===== config.mk =====
export PLATFORM = sky130hd
export DESIGN_NAME = uart_msg_dispatcher
export DESIGN_NICKNAME = d
export VERILOG_FILES = /design/src/rtl/uart_msg_dispatcher.sv
export SDC_FILE = /design/constraint.sdc
export NUM_CORES = 1
export LEC_CHECK = 0
export CELL_PAD_IN_SITES_DETAIL_PLACEMENT = 1
export CELL_PAD_IN_SITES_GLOBAL_PLACEMENT = 1
export CORE_ASPECT_RATIO = 1.1
export CORE_MARGIN = 2
export CORE_UTILIZATION = 30
export DETAILED_ROUTE_END_ITERATION = 8
export HOLD_SLACK_MARGIN = 0.15
export PLACE_DENSITY_LB_ADDON = 0.1
export SLEW_MARGIN = 40
export SYNTH_ARGS = -nofsm -noshare
export SYNTH_HDL_FRONTEND = slang
export SYNTH_SLANG_ARGS = --single-unit

===== constraint.sdc =====
create_clock -name CLK -period 2.4 [get_ports CLK]
set_clock_uncertainty 0.2 [all_clocks]
set_input_delay 0.24 -clock CLK [delete_from_list [all_inputs] [get_ports CLK]]
set_output_delay 0.24 -clock CLK [all_outputs]
set_load 0.02 [all_outputs]

===== src/rtl/uart_msg_dispatcher.sv =====
// rtl/uart_msg_dispatcher.sv - one-deep frame buffer routing received frames to N_DEST consumers by opt byte
module uart_msg_dispatcher #(
    parameter int                   BYTE_SIZE = 8,
    parameter int                   DATA_W    = 64,
    parameter int                   N_DEST    = 4,
    parameter logic [BYTE_SIZE-1:0] OPT_BASE  = 8'h10,
    parameter int                   TIMEOUT   = 1024,
    parameter int                   CNT_W     = 8
) (
    input  logic                 CLK,
    input  logic                 RST,
    input  logic                 rx_valid,
    input  logic [BYTE_SIZE-1:0] rx_opt,
    input  logic [BYTE_SIZE-1:0] rx_len,
    input  logic [DATA_W-1:0]    rx_data,
    output logic [N_DEST-1:0]    dst_valid,
    input  logic [N_DEST-1:0]    dst_ready,
    output logic [BYTE_SIZE-1:0] dst_opt,
    output logic [BYTE_SIZE-1:0] dst_len,
    output logic [DATA_W-1:0]    dst_data,
    output logic                 busy,
    output logic [CNT_W-1:0]     unk_cnt,
    output logic [CNT_W-1:0]     ovr_cnt,
    output logic [CNT_W-1:0]     tmo_cnt
);
    localparam int IDX_W = (N_DEST > 1) ? $clog2(N_DEST) : 1;
    localparam int TMR_W = $clog2(TIMEOUT);
    localparam logic [TMR_W-1:0] TMR_END = TMR_W'(TIMEOUT - 1);

    typedef enum logic {IDLE, DELIVER} state_t;

    state_t               state_q, state_d;
    logic [IDX_W-1:0]     idx_q, idx_d;
    logic [TMR_W-1:0]     timer_q, timer_d;
    logic [BYTE_SIZE-1:0] opt_q, opt_d, len_q, len_d;
    logic [DATA_W-1:0]    data_q, data_d;
    logic [CNT_W-1:0]     unk_q, unk_d, ovr_q, ovr_d, tmo_q, tmo_d;

    // Window check one bit wider than the opt byte so OPT_BASE+N_DEST cannot wrap.
    logic [BYTE_SIZE:0] opt_ext, base_ext, lim_ext, off_ext;
    logic               rx_known, xfer, accept;
    logic [IDX_W-1:0]   rx_idx;

    assign opt_ext  = {1'b0, rx_opt};
    assign base_ext = {1'b0, OPT_BASE};
    assign lim_ext  = (BYTE_SIZE+1)'(OPT_BASE + N_DEST);
    assign off_ext  = opt_ext - base_ext;
    assign rx_known = (opt_ext >= base_ext) && (opt_ext < lim_ext);
    assign rx_idx   = off_ext[IDX_W-1:0];

    assign dst_valid = (state_q == DELIVER) ? (N_DEST'(1) << idx_q) : '0;
    assign busy      = (state_q == DELIVER);
    assign dst_opt   = opt_q;
    assign dst_len   = len_q;
    assign dst_data  = data_q;
    assign unk_cnt   = unk_q;
    assign ovr_cnt   = ovr_q;
    assign tmo_cnt   = tmo_q;

    assign xfer   = |(dst_valid & dst_ready);
    // A frame arriving on the transfer cycle is taken as if the buffer were empty.
    assign accept = rx_valid && ((state_q == IDLE) || xfer);

    always_comb begin
        state_d = state_q;
        idx_d   = idx_q;
        timer_d = timer_q;
        opt_d   = opt_q;
        len_d   = len_q;
        data_d  = data_q;
        unk_d   = unk_q;
        ovr_d   = ovr_q;
        tmo_d   = tmo_q;

        if (state_q == DELIVER) begin
            if (xfer) begin
                state_d = IDLE;
            end else if (timer_q == TMR_END) begin
                state_d = IDLE;
                if (tmo_q != '1) tmo_d = tmo_q + CNT_W'(1);
            end else begin
                timer_d = timer_q + TMR_W'(1);
            end
            if (rx_valid && !xfer && ovr_q != '1) ovr_d = ovr_q + CNT_W'(1);
        end

        if (accept) begin
            if (rx_known) begin
                state_d = DELIVER;
                idx_d   = rx_idx;
                timer_d = '0;
                opt_d   = rx_opt;
                len_d   = rx_len;
                data_d  = rx_data;
            end else if (unk_q != '1) begin
                unk_d = unk_q + CNT_W'(1);
            end
        end
    end

    always_ff @(posedge CLK) begin
        if (RST) begin
            state_q <= IDLE;
            idx_q   <= '0;
            timer_q <= '0;
            opt_q   <= '0;
            len_q   <= '0;
            data_q  <= '0;
            unk_q   <= '0;
            ovr_q   <= '0;
            tmo_q   <= '0;
        end else begin
            state_q <= state_d;
            idx_q   <= idx_d;
            timer_q <= timer_d;
            opt_q   <= opt_d;
            len_q   <= len_d;
            data_q  <= data_d;
            unk_q   <= unk_d;
            ovr_q   <= ovr_d;
            tmo_q   <= tmo_d;
        end
    end
endmodule


==> results <==
-- Yosys cell counts, types with 2 or more instances --
master,instances,share of area
nand4_1,12,0.017
a21oi_1,82,0.091
and3_1,3,0.0042
nor3_2,2,0.0045
xnor2_1,18,0.035
clkbuf_1,15,0.013
buf_2,9,0.010
nor3b_1,2,0.0033
and2_1,6,0.0084
buf_4,5,0.0084
or3_1,2,0.0028
and4_1,3,0.0059
mux2_4,2,0.0067
nor4b_1,3,0.0059
nand3_1,13,0.014
nor3_1,9,0.010
nand2b_1,3,0.0042
ha_1,4,0.011
mux2i_1,5,0.011
buf_6,2,0.0050
nor2_1,38,0.032
nor4_1,8,0.011
buf_1,2,0.0017
inv_1,3,0.0025
nand2_1,159,0.13
dfxtp_1,115,0.51
-- path summary, 6_finish.rpt --
path	to	slack, ns	depth (start not counted)
max	tmo_cnt[6]	0.20	6
min	dst_data[50]	0.18	3
max reg2reg	tmo_cnt[6]	0.20	6
min reg2reg	dst_data[33]	0.25	2
-- per-layer routing --
metal	global-route usage	part of all wire	vias to the layer above	routed length, um
li1	-	-	2212	-
met1	0.216	0.43	2084	6250
met2	0.318	0.50	129	7260
met3	0.0480	0.047	23	688
met4	0.0711	0.020	0	294
met5	0	0	-	0
-- registers in the layout (all words and copies together), names as in the netlist --
register,cells
timer_q,10
dst_len,8
dst_opt,7
unk_cnt,8
tmo_cnt,8
dst_data,64
ovr_cnt,8
busy,1
idx_q,1
-- worst max-delay path: stages (launching register included) --
cell,delay (ns)
dfxtp_1,0.40
mux2_4,0.33
o22a_1,0.30
buf_4,0.20
nor4_1,0.42
xnor2_1,0.18
nor2_1,0.05
-- kinds of logic (layout without fill, tap and decap cells) --
group,Yosys count,count (layout),synth area share
XOR/XNOR,19,19,0.0371
multiplexers,7,7,0.0178
AND/OR/NAND/NOR,269,269,0.268
flip-flops,115,115,0.513
adder cells (fa/ha/maj),4,4,0.0112
buffers and inverters,36,247,0.0401
AO/OA/AOI/OAI,92,92,0.112
-- power by group through the flow --
stage               registers (mW)  clock network [mW]  logic (mW)
CTS                           1.93                2.56       0.257
detailed placement            1.97                   0       0.252
global route                  1.93                2.67       0.271
floorplan                     1.98                   0      0.0556
global placement              1.97                   0       0.250
finish                        1.93                2.49       0.253
-- area by class of cell --
type / count / area share
clock inverter: 4 / 0.00962
multi-input combinational: 391 / 0.276
sequential: 115 / 0.316
timing repair buffer: 214 / 0.293
inverter: 3 / 0.00155
clock buffer: 26 / 0.0713
tap: 192 / 0.0330
-- stage by stage --
step	util	total power [mW]	cells
after floorplan	-	2.03	542
after global placement	0.461	2.22	914
after detailed placement	0.461	2.22	914
after CTS	0.502	4.74	945
after global routing	0.502	4.87	945
final	0.502	4.67	945
==> flow_summary.json <==
{
  "gr-total-overflow": 0,
  "wl_um": 14500,
  "p_sw_uw": 915,
  "die_height_um": 132,
  "r2r_start": "dst_opt[1]",
  "dieArea_um2": 16000,
  "core_um2": 14500,
  "dpl_cell_area_um2": 6690,
  "diodes": 0,
  "combPwrFrac": 0.054,
  "vias": 4448,
  "cts_tree": "yes",
  "synth_warnings": 0,
  "cts_sinks": 115,
  "hold_slack_ns": 0.183,
  "crit_required_ns": 2.47,
  "multi_input_area_um2": 2010,
  "portBuffers": 195,
  "hold_viol_final": 0,
  "ctsRootBufferMaster": "clkbuf_16",
  "drcViolationCount": 0,
  "synth_cell_types": 43,
  "min_period_ns": 2.20,
  "cp_max_fo": 7,
  "setup_tns_ns": 0,
  "row_count": 46,
  "finalCritPeriodShare": 0.917,
  "final_cell_area_um2": 7290,
  "cts_hold_buf": 1,
  "hold_path_class": "in2reg",
  "pre_cts_slack_ns": -0.0732,
  "synth-edff-count": 0,
  "seq_power_share": 0.413,
  "grt_pass1_vias": 4651,
  "synth-seq-area-share": 0.513,
  "antenna_found_initial": 0,
  "setup.worst_path.end_class": "register",
  "syn_area_per_cell_um2": 8.28,
  "wl_per_cell_um": 15.3,
  "ys_ff_latch": 115,
  "n_fill_cell": 1702,
  "layout_common_cells": "194 x clkdlybuf4s50_1, 159 x nand2_1, 115 x dfxtp_1",
  "hold_start": "rx_data[50]",
  "gp_congestion": 0.747,
  "final_common_cell": "clkdlybuf4s50_1",
  "critPathLaunchType": "register",
  "status": "finished clean",
  "drtIter0Drc": 169,
  "htreeDepth": 4,
  "setup_slack_ns": 0.199,
  "p_clk_frac": 0.533,
  "grt_util_all_layers": 0.184,
  "maxSlewViolCount": 0,
  "worstSkewPairLatency_ns": 0.41,
  "crit_path_start": "dst_opt[1]",
  "ys_async_sr_fraction": 0,
  "fin_nets": 833,
  "drtPass1Iterations": 4,
  "ant_nets": 0,
  "viasPerCell": 4.71,
  "drive_above_1_share": 0.0770,
  "crit_type": "reg2reg",
  "syn-cell-area_um2": 4490,
  "seq_area_um2": 2300,
  "clk_path_buf_depth": 2,
  "grt_max_degree": 56,
  "power.leakage_nw": 2.47,
  "synthCells": 542,
  "switching_share": 0.196,
  "pin_count": 196,
  "max_freq_ghz": 0.454,
  "p_int_mw": 3.76,
  "yosys_most_used_dff": "dfxtp_1",
  "hpwlAfterDp_um": 10400,
  "tightestPinTransition_ns": 0.631,
  "grt_pass1_wl_um": 23300,
  "p_per_area_nw_per_um2": 641,
  "synth_fp_nets": 633,
  "slew_headroom": 0.575,
  "cp_data_arrival_time_ns": 2.28,
  "finalSetupViolations": 0,
  "ir_drop_mv": 0.340,
  "cap_violations": 0,
  "cts_resized": 0,
  "syn2layout_area_growth_pct": 62.4,
  "start_util": 0.309,
  "die_w_um": 121,
  "clk_pin_slew_ns": 0.05,
  "postCtsSetupBuffers": 0,
  "numCtsBuffers": 17,
  "rsz0062_at_grt": "no"
}
No activity file was read; power rests on OpenSTA's default activity.
